File: config.mk
export PLATFORM = sky130hd
export DESIGN_NAME = csa_resolve_acc
export DESIGN_NICKNAME = d
export VERILOG_FILES = /design/src/rtl/csa_resolve_acc_pkg.sv /design/src/rtl/csa_resolve_acc_csa_row.sv /design/src/rtl/csa_resolve_acc.sv
export SDC_FILE = /design/constraint.sdc
export NUM_CORES = 1
export LEC_CHECK = 0
export BUFFER_PORTS_ARGS = -buffer_cell sky130_fd_sc_hd__buf_2
export CAP_MARGIN = 0
export CORE_MARGIN = 4
export CORE_UTILIZATION = 25
export DETAILED_ROUTE_END_ITERATION = 10
export PLACE_DENSITY_LB_ADDON = 0.1
export SLEW_MARGIN = 40
export SYNTH_ARGS = -nofsm -noshare
export SYNTH_HDL_FRONTEND = slang
export SYNTH_SLANG_ARGS = --single-unit
File: constraint.sdc
create_clock -name clk_i -period 3.9 [get_ports clk_i]
set_input_delay 0.39 -clock clk_i [delete_from_list [all_inputs] [get_ports clk_i]]
set_output_delay 0.39 -clock clk_i [all_outputs]
set_load 0.005 [all_outputs]
File: src/rtl/csa_resolve_acc_pkg.sv
// Shared definitions for the carry-save accumulator: FSM state encoding
// and default widths.
package csa_resolve_acc_pkg;

    typedef enum logic [1:0] {
        ST_ACC     = 2'd0,
        ST_RESOLVE = 2'd1,
        ST_HOLD    = 2'd2
    } acc_state_e;

    localparam int DEF_WIDTH = 4;
    localparam int DEF_ACC_W = 8;

endpackage

File: src/rtl/csa_resolve_acc_csa_row.sv
// One row of per-bit full adders (3:2 compressor).
// The carry vector is returned unshifted; the caller aligns it.
module csa_row #(
    parameter int W = 8
) (
    input  logic [W-1:0] a_i,
    input  logic [W-1:0] b_i,
    input  logic [W-1:0] c_i,
    output logic [W-1:0] s_o,
    output logic [W-1:0] cy_o
);

    assign s_o  = a_i ^ b_i ^ c_i;
    assign cy_o = (a_i & b_i) | (a_i & c_i) | (b_i & c_i);

endmodule

File: src/rtl/csa_resolve_acc.sv
// Streaming multi-operand accumulator kept in carry-save form, resolved to
// binary by repeated carry-save passes after the last beat.
module csa_resolve_acc
    import csa_resolve_acc_pkg::*;
#(
    parameter int WIDTH = DEF_WIDTH,
    parameter int ACC_W = DEF_ACC_W
) (
    input  logic             clk_i,
    input  logic             rst_n_i,
    input  logic             in_valid_i,
    input  logic [WIDTH-1:0] in_data_i,
    input  logic             in_last_i,
    output logic             in_ready_o,
    output logic             out_valid_o,
    input  logic             out_ready_i,
    output logic [ACC_W-1:0] out_sum_o,
    output logic             out_ovf_o
);

    acc_state_e       state_q;
    logic [ACC_W-1:0] s_q, c_q;
    logic             ovf_q;
    logic [ACC_W-1:0] out_sum_q;
    logic             out_ovf_q;
    logic             out_valid_q;

    logic [ACC_W-1:0] row_x, row_s, row_cy;
    logic [ACC_W-1:0] s_d, c_d;
    logic             ovf_d;

    // In RESOLVE the third row input is zero, so the row degenerates to a
    // half-adder pass: S^C and S&C.
    assign row_x = (state_q == ST_ACC) ? ACC_W'(in_data_i) : '0;

    csa_row #(.W(ACC_W)) u_row (
        .a_i  (s_q),
        .b_i  (c_q),
        .c_i  (row_x),
        .s_o  (row_s),
        .cy_o (row_cy)
    );

    assign s_d   = row_s;
    assign c_d   = {row_cy[ACC_W-2:0], 1'b0};
    assign ovf_d = ovf_q | row_cy[ACC_W-1];

    assign in_ready_o  = (state_q == ST_ACC);
    assign out_valid_o = out_valid_q;
    assign out_sum_o   = out_sum_q;
    assign out_ovf_o   = out_ovf_q;

    always_ff @(posedge clk_i) begin
        if (!rst_n_i) begin
            state_q     <= ST_ACC;
            s_q         <= '0;
            c_q         <= '0;
            ovf_q       <= 1'b0;
            out_sum_q   <= '0;
            out_ovf_q   <= 1'b0;
            out_valid_q <= 1'b0;
        end else begin
            case (state_q)
                ST_ACC: begin
                    if (in_valid_i) begin
                        s_q   <= s_d;
                        c_q   <= c_d;
                        ovf_q <= ovf_d;
                        if (in_last_i) begin
                            state_q <= ST_RESOLVE;
                        end
                    end
                end
                ST_RESOLVE: begin
                    if (c_q == '0) begin
                        out_sum_q   <= s_q;
                        out_ovf_q   <= ovf_q;
                        out_valid_q <= 1'b1;
                        state_q     <= ST_HOLD;
                    end else begin
                        s_q   <= s_d;
                        c_q   <= c_d;
                        ovf_q <= ovf_d;
                    end
                end
                ST_HOLD: begin
                    // Result registers keep their last value after the handshake.
                    if (out_ready_i) begin
                        s_q         <= '0;
                        c_q         <= '0;
                        ovf_q       <= 1'b0;
                        out_valid_q <= 1'b0;
                        state_q     <= ST_ACC;
                    end
                end
                default: begin
                    state_q <= ST_ACC;
                end
            endcase
        end
    end

endmodule

==> results of run 1 <==
## power by group through the flow
| stage | registers (mW) | logic [mW] | clock network [mW] |
|---|---|---|---|
| floorplan | 0.308 | 0.0698 | 0 |
| global placement | 0.310 | 0.0827 | 0 |
| detailed placement | 0.310 | 0.0831 | 0 |
| CTS | 0.303 | 0.0831 | 0.169 |
| global route | 0.304 | 0.0912 | 0.176 |
| finish | 0.303 | 0.0807 | 0.160 |
## metrics by stage
| stage | std cells | hold WS [ns] | worst slack [ns] | cell area (µm²) | util (%) |
|---|---|---|---|---|---|
| floorplan | 137 | 0.4481 | 2.414 | 1404 | - |
| global placement | 221 | 0.4440 | 2.052 | 1530 | 27.96 |
| detailed placement | 221 | 0.4500 | 2.080 | 1531 | 27.98 |
| CTS | 224 | 0.4074 | 2.059 | 1573 | 28.74 |
| global route | 224 | 0.4155 | 1.927 | 1573 | 28.74 |
| finish | 224 | 0.4160 | 2.113 | 1573 | 28.74 |
## placed cells by master, fill, tap and decap left out, drive strengths merged
cell type / count
a21o: 1
nand3: 3
nor2: 1
nand2: 29
or4: 1
o211a: 1
nor4: 1
and2: 2
mux2i: 9
a21boi: 4
nor3: 1
mux2: 1
or2: 1
fa: 3
or4b: 1
inv: 17
dfxtp: 28
nor2b: 2
o32ai: 15
ha: 5
o211ai: 1
o31a: 1
nand3b: 1
buf: 20
clkbuf: 3
## logic make-up (layout without fill, tap and decap cells)
group	Yosys count	in the layout	share of synthesized area, %
mux	10	10	7.219
simple gates	43	43	14.62
buf+inv	25	40	9.269
flops	28	28	39.93
compound gates	23	23	20.23
fa+ha+maj	8	8	8.735
## worst max-delay path, stage by stage (launching register included)
cell and delay [ns]:
dfxtp_1 0.35, or4b_1 0.58, o211ai_4 0.53, o32ai_1 0.18
## area by class of cell
cell class | instances | area [µm²] | share of cell area [%]
inverter | 17 | 63.81 | 4.057
timing repair buffer | 20 | 102.6 | 6.523
clock buffer | 3 | 41.29 | 2.625
sequential | 28 | 560.5 | 35.64
tap | 72 | 90.09 | 5.728
multi-input combinational | 84 | 714.4 | 45.43
## sequential cells by signal, summed over array words and instances (netlist names)
signal       count
out_sum_o        8
out_valid_o      1
s_q              8
c_q              7
state_q          2
out_ovf_o        1
ovf_q            1
## metal layers
| layer | vias to the layer above | GRT usage [%] | share of wire [%] |
|---|---|---|---|
| met5 | - | 0 | 0 |
| met4 | 0 | 2.675 | 0.81 |
| met3 | 2 | 2.381 | 4.2 |
| met2 | 13 | 14.36 | 50 |
| met1 | 478 | 10.49 | 45 |
| li1 | 505 | - | - |
## worst paths after layout
kind,startpoint,slack [ns],end,cells past startpoint
max,c_q[1],2.11,c_q[3],3
min,in_last_i,0.42,state_q[0],3
max reg2reg,c_q[1],2.11,c_q[3],3
min reg2reg,out_sum_o[7],0.46,out_sum_o[7],2
==> flow_summary.toml, run 1 <==
[timing]
worst_pin_slew_ns = 0.7563
hold_viol_final = 0
fmax_ghz = 0.5597
min_period_ns = 1.787
setup_viol_count_final = 0
fin_setup_tns_ns = 0
timing.slew.headroom_pct = 49.44
period_share_pct = 45.81
rsz0062_at_grt = "no"
final-max-slew-violation-count = 0
skew_ns = 0.001523

[die]
rows = 27
die_y_um = 82.94
io_pins = 20
die_x_um = 82.94
die_area_um2 = 6878
core_area_um2 = 5473
start_util_pct = 25.65

[routing]
drt_iter0_drc = 38
drtAntennaViolNets = 0
wl_per_cell_um = 12.73
vias = 998
drc = 0
routed_wl_mm = 2.851
first_pass_iters = 4
via_per_inst = 4.455

[power_and_ir_drop]
intPower_uw = 399.2
leakage_nw = 0.6355
finalPower_uw = 544.1
p_sw_share_pct = 26.63
vdd_drop_max_v = 0.0001174
power.clock.fraction_pct = 29.4
seq_power_share_pct = 55.7
p_sw_uw = 144.9
pwr-share-comb_pct = 14.8
power.density_nw_per_um2 = 345.9

[synth]
synth_cell_types = 30
yosysMostFrequentCell = "nand2_1"
avgSynthCellArea_um2 = 10.25
synth.net_count = 154
synthTopCellsByCount = "nand2_1 (29), dfxtp_1 (28), inv_1 (17), o32ai_2 (10), mux2i_1 (9)"
postSynth.asyncResetShare_pct = 0
seq_area_frac_synth_pct = 39.93
yosysWarningCount = 0
synth_area_leaders = "dfxtp_1 (40%), o32ai_2 (12%), nand2_1 (7.8%), mux2i_1 (6.4%), inv_1 (4.5%)"
synthCells = 137
ys_seq_elements = 28
synth_top_flop_cell = "dfxtp_1"
synth_edf_count = 0
synth_top_cell_by_area = "dfxtp_1"
synth_top_area_share_pct = 39.93
synth_area_um2 = 1404

[global_routing]
grt_pass1_wl_mm = 4.809
grt_pass1_vias = 987
grt_max_degree = 30
antenna_found_initial = 0
overflow = 0
grt_usage_pct = 8.523

[critical_path]
path_max_fanout = 15
startpoint_type = "register"
cp.arrival_ns = 1.92
end_kind = "register"
critPathKind = "reg2reg"
crit_required_ns = 4.03

[outcome]
outcome = "completed"

[layout]
diodes = 0
final_layout_size_suffix_gt1_share_pct = 25.00
fin_nets = 171
nFillCells = 607
area_delta_synth_final_pct = 12.03

[placed_design]
place_congestion = 0.7177
dp_hpwl_mm = 2.030
portBuffers = 19

[clock_tree]
cts_setup_buffers = 0
numCtsBuffers = 3
clockRootBuffer = "clkbuf_8"
cts_max_level = 1
clk_path_buf_depth = 2
clk_pin_slew_ns = 0.10
hold_buffers = 0
ctsResizeCount = 0
cts.sinks = 28
cts_tree = "yes"
clk_latency_ns = 0.27

[job]
drv_cap = 0

[min_path]
hold_path.class = "in2reg"
(Power assumes the default switching activity.)
==> run 2: changes to the inputs <==
Clock period 3.9 ns to 1.7 ns, I/O delays scaled along.
==> run 2 against run 1 <==
  * Clock skew is 0.0028 ns higher
  * Fmax is 18% higher
  * Sequential share of layout area fell by 1.7 points
  * Hold slack got worse by 0.24 ns
  * Critical path type unchanged
  * Largest power group unchanged
  * Highest routed layer unchanged
==> flow_summary.toml, run 2 (same netlist as run 1, synthesis figures left out) <==
[global_routing]
grt_pass1_vias = 1056
overflow = 0
grt_max_degree = 29
grt_pass1_wl_mm = 5.195
grt_usage_pct = 9.349
antenna_found_initial = 0

[timing]
setup_viol_count_final = 0
fin_setup_tns_ns = 0
rsz0062_at_grt = "no"
hold_viol_final = 0
setup_slack_ns = 0.1795
min_period_ns = 1.520
fmax_ghz = 0.6577
skew_ns = 0.004288
worst_pin_slew_ns = 0.3671
timing.slew.headroom_pct = 75.33
final-max-slew-violation-count = 0
period_share_pct = 89.44

[clock_tree]
cts_max_level = 1
numCtsBuffers = 3
hold_buffers = 0
clk_pin_slew_ns = 0.10
cts.sinks = 28
clockRootBuffer = "clkbuf_8"
clk_path_buf_depth = 2
cts_setup_buffers = 0
clk_latency_ns = 0.28
cts_tree = "yes"
ctsResizeCount = 0

[power_and_ir_drop]
seq_power_share_pct = 52.1
p_sw_uw = 354.0
power.clock.fraction_pct = 32.4
intPower_uw = 980.7
power.density_nw_per_um2 = 808.7
vdd_drop_max_v = 0.0003351
pwr-share-comb_pct = 15.5
leakage_nw = 0.6814
p_sw_share_pct = 26.52

[routing]
vias = 1034
routed_wl_mm = 3.057
drc = 0
wl_met2_mm = 1.491
first_pass_iters = 4
via_per_inst = 4.457
drtAntennaViolNets = 0
wl_met1_mm = 1.441
top_layer = "met4"
wl_per_cell_um = 13.18
drt_iter0_drc = 73
route.met3.wl_um = 88

[placed_design]
pre_cts_slack_ns = 0.1804
portBuffers = 19
dp_hpwl_mm = 2.137
place_congestion = 0.7282
placed_cells = 228

[die]
die_x_um = 82.94
die_area_um2 = 6878
rows = 27
start_util_pct = 25.65
die_y_um = 82.94
core_area_um2 = 5473
io_pins = 20

[critical_path]
critPathKind = "reg2reg"
cp.arrival_ns = 1.71
end_kind = "register"
max_stage_delay_ns = 0.43
path_max_fanout = 16
slowest_stage = "dfxtp_1"
crit_buf_inv = 1
startpoint_type = "register"
crit_chain = "mux2_1, and2_1, buf_4, o32ai_1"
crit_required_ns = 1.89
crit_family = "flip-flops"

[layout]
instances_no_fill = 232
fin_nets = 178
final_layout_size_suffix_gt1_share_pct = 28.13
final_common_cell = "nand2_1"
diodes = 0
mostFrequentLayoutCells = "nand2_1 (29), dfxtp_1 (28), buf_2 (19)"
area_delta_synth_final_pct = 17.56

[outcome]
outcome = "completed"

[min_path]
hold_path.class = "in2reg"

[job]
drv_cap = 0
[run 2: worst reg2reg max path: cells and delay by family (launching register included)]
kind / cells / cell delay, ns
buf+inv: 1 / 0.21
compound gates: 1 / 0.28
flops: 1 / 0.43
mux: 1 / 0.36
simple gates: 1 / 0.16
[run 2: final timing paths]
check	depth (start not counted)	slack, ns	from	to
worst max register to register	4	0.18	state_q[1]	c_q[3]
worst max-delay path	4	0.18	state_q[1]	c_q[3]
worst min register to register	2	0.46	out_ovf_o	out_ovf_o
worst min-delay path	3	0.17	in_last_i	state_q[0]
[run 2: area by class of cell]
| class | instances | area (µm²) |
|---|---|---|
| Clock buffer | 4 | 55.05 |
| Sequential cell | 28 | 560.5 |
| Multi-Input combinational cell | 84 | 713.2 |
| Fill cell | 591 | 3822 |
| Tap cell | 72 | 90.09 |
| Inverter | 17 | 63.81 |
| Timing Repair Buffer | 27 | 167.7 |
[run 2: power by group through the flow]
| stage | Sequential (mW) | Clock (mW) | Combinational [mW] |
|---|---|---|---|
| CTS | 0.696 | 0.454 | 0.213 |
| floorplan | 0.708 | 0 | 0.160 |
| detailed placement | 0.711 | 0 | 0.212 |
| global route | 0.700 | 0.469 | 0.232 |
| finish | 0.696 | 0.432 | 0.207 |
| global placement | 0.710 | 0 | 0.210 |
[run 2: per-layer routing]
layer	track usage, %	vias to the layer above
met4	3.566	0
met5	0	-
met2	15.52	11
li1	-	521
met1	11.82	498
met3	1.984	4
[run 2: metrics by stage]
step                power [mW]  utilization [%]  cell area (µm²)  hold slack, ns
floorplan               0.8676                -             1404          0.3409
global placement        0.9200            29.15             1595          0.4401
detailed placement      0.9236            29.15             1595          0.4484
CTS                      1.363            30.16             1650          0.1623
global route             1.401            30.16             1650          0.1820
finish                   1.335            30.16             1650          0.1719
==> run 3: changes to the inputs <==
Settings changed: BUFFER_PORTS_ARGS -buffer_cell sky130_fd_sc_hd__buf_2 to not set, DONT_BUFFER_PORTS set to 1, HOLD_SLACK_MARGIN set to 0.03.
==> run 3 against run 2 <==
  * Hold slack got worse by 0.13 ns
  * Wire length up 2.2%
  * Flip-flop and latch count stayed put
  * Critical path depth unchanged
  * Sequential share of layout area is 1.3 points higher
  * Cell area shrank 3.6%
  * Via count shrank 7.2%
  * Non-clock buffer count fell by 15
  * Combinational power shrank 5%
  * Critical endpoint is now c_q[7]
==> flow_summary.toml, run 3 (same netlist as run 1, synthesis figures left out) <==
[global_routing]
overflow = 0
grt_pass1_wl_mm = 5.319
grt_pass1_vias = 1034
antenna_found_initial = 0
grt_usage_pct = 9.465
grt_max_degree = 28

[timing]
skew_ns = 0.003686
period_share_pct = 92.79
worst_pin_slew_ns = 0.3894
setup_slack_ns = 0.1226
fin_setup_tns_ns = 0
min_period_ns = 1.577
fmax_ghz = 0.6340
final-max-slew-violation-count = 0
rsz0062_at_grt = "no"
timing.slew.headroom_pct = 73.84
setup_viol_count_final = 0
hold_viol_final = 0

[routing]
vias = 960
drtAntennaViolNets = 0
drc = 0
routed_wl_mm = 3.125
via_per_inst = 4.424
wl_per_cell_um = 14.40
first_pass_iters = 4
drt_iter0_drc = 30

[critical_path]
ff2ff_path_depth = 4
critPathKind = "reg2reg"
end_kind = "register"
path_max_fanout = 6
crit_required_ns = 1.86
cp.arrival_ns = 1.74
startpoint_type = "register"

[layout]
fin_nets = 163
area_delta_synth_final_pct = 13.28
diodes = 0
final_layout_size_suffix_gt1_share_pct = 19.31
final_common_cell = "nand2_1"
fin_area_um2 = 1590
mostFrequentLayoutCells = "nand2_1 (29), dfxtp_1 (28), inv_1 (17)"

[power_and_ir_drop]
pwr-share-comb_pct = 14.9
power.density_nw_per_um2 = 827.4
p_sw_share_pct = 25.55
intPower_uw = 979.6
p_sw_uw = 336.2
power.clock.fraction_pct = 32.3
vdd_drop_max_v = 0.0003074
leakage_nw = 0.6078
seq_power_share_pct = 52.8

[clock_tree]
clk_pin_slew_ns = 0.10
cts.sinks = 28
hold_buffers = 1
cts_tree = "yes"
ctsResizeCount = 0
clk_latency_ns = 0.27
numCtsBuffers = 3
clk_path_buf_depth = 2
clockRootBuffer = "clkbuf_8"
cts_max_level = 1
cts_setup_buffers = 0

[min_path]
hold_path.class = "in2reg"
worstHoldPathCells = 2

[die]
die_area_um2 = 6878
die_y_um = 82.94
rows = 27
core_area_um2 = 5473
io_pins = 20
start_util_pct = 25.65
die_x_um = 82.94

[job]
drv_cap = 0

[placed_design]
detailed_place.area_um2 = 1515
dp_hpwl_mm = 2.231
pre_cts_slack_ns = 0.1336
place_congestion = 0.7337
portBuffers = 0

[outcome]
outcome = "completed"
run 3: worst paths after layout:
check | end | slack (ns) | start
max | c_q[7] | 0.12 | c_q[1]
min | out_sum_o[4] | 0.04 | rst_n_i
max reg2reg | c_q[7] | 0.12 | c_q[1]
min reg2reg | out_ovf_o | 0.49 | ovf_q
run 3: power by group through the flow:
stage / sequential (mW) / combinational [mW] / clock, mW
after global placement: 0.710 / 0.193 / 0
final: 0.694 / 0.196 / 0.425
after floorplan: 0.708 / 0.160 / 0
after detailed placement: 0.710 / 0.196 / 0
after global routing: 0.698 / 0.221 / 0.464
after CTS: 0.695 / 0.199 / 0.447
run 3: worst max-delay path: stages (launching register included):
cell,delay [ns]
dfxtp_1,0.35
or4b_1,0.58
o211ai_4,0.23
buf_4,0.21
o32ai_1,0.10
run 3: final cells by class:
class | instances | area (µm²)
Inverter | 17 | 63.81
Tap cell | 72 | 90.09
Sequential cell | 28 | 560.5
Timing Repair Buffer | 12 | 107.6
Multi-Input combinational cell | 84 | 713.2
Fill cell | 598 | 3882
Clock buffer | 4 | 55.05
run 3: per-layer routing:
metal	global-route usage, %	wire [µm]	share of wire, %
met3	2.282	91	2.9
met1	12.21	1528	49
met2	15.45	1481	47
met5	0	0	0
met4	3.120	23	0.74
run 3: per-stage QoR:
stage                     hold slack, ns  utilization [%]  cells  total power [mW]
after detailed placement          0.3324            27.69    211            0.9055
after CTS                        0.03048            28.88    216             1.341
after global placement            0.3284            27.69    211            0.9024
after floorplan                   0.3409                -    137            0.8676
after global routing             0.03551            29.06    217             1.382
final                            0.03926            29.06    217             1.316
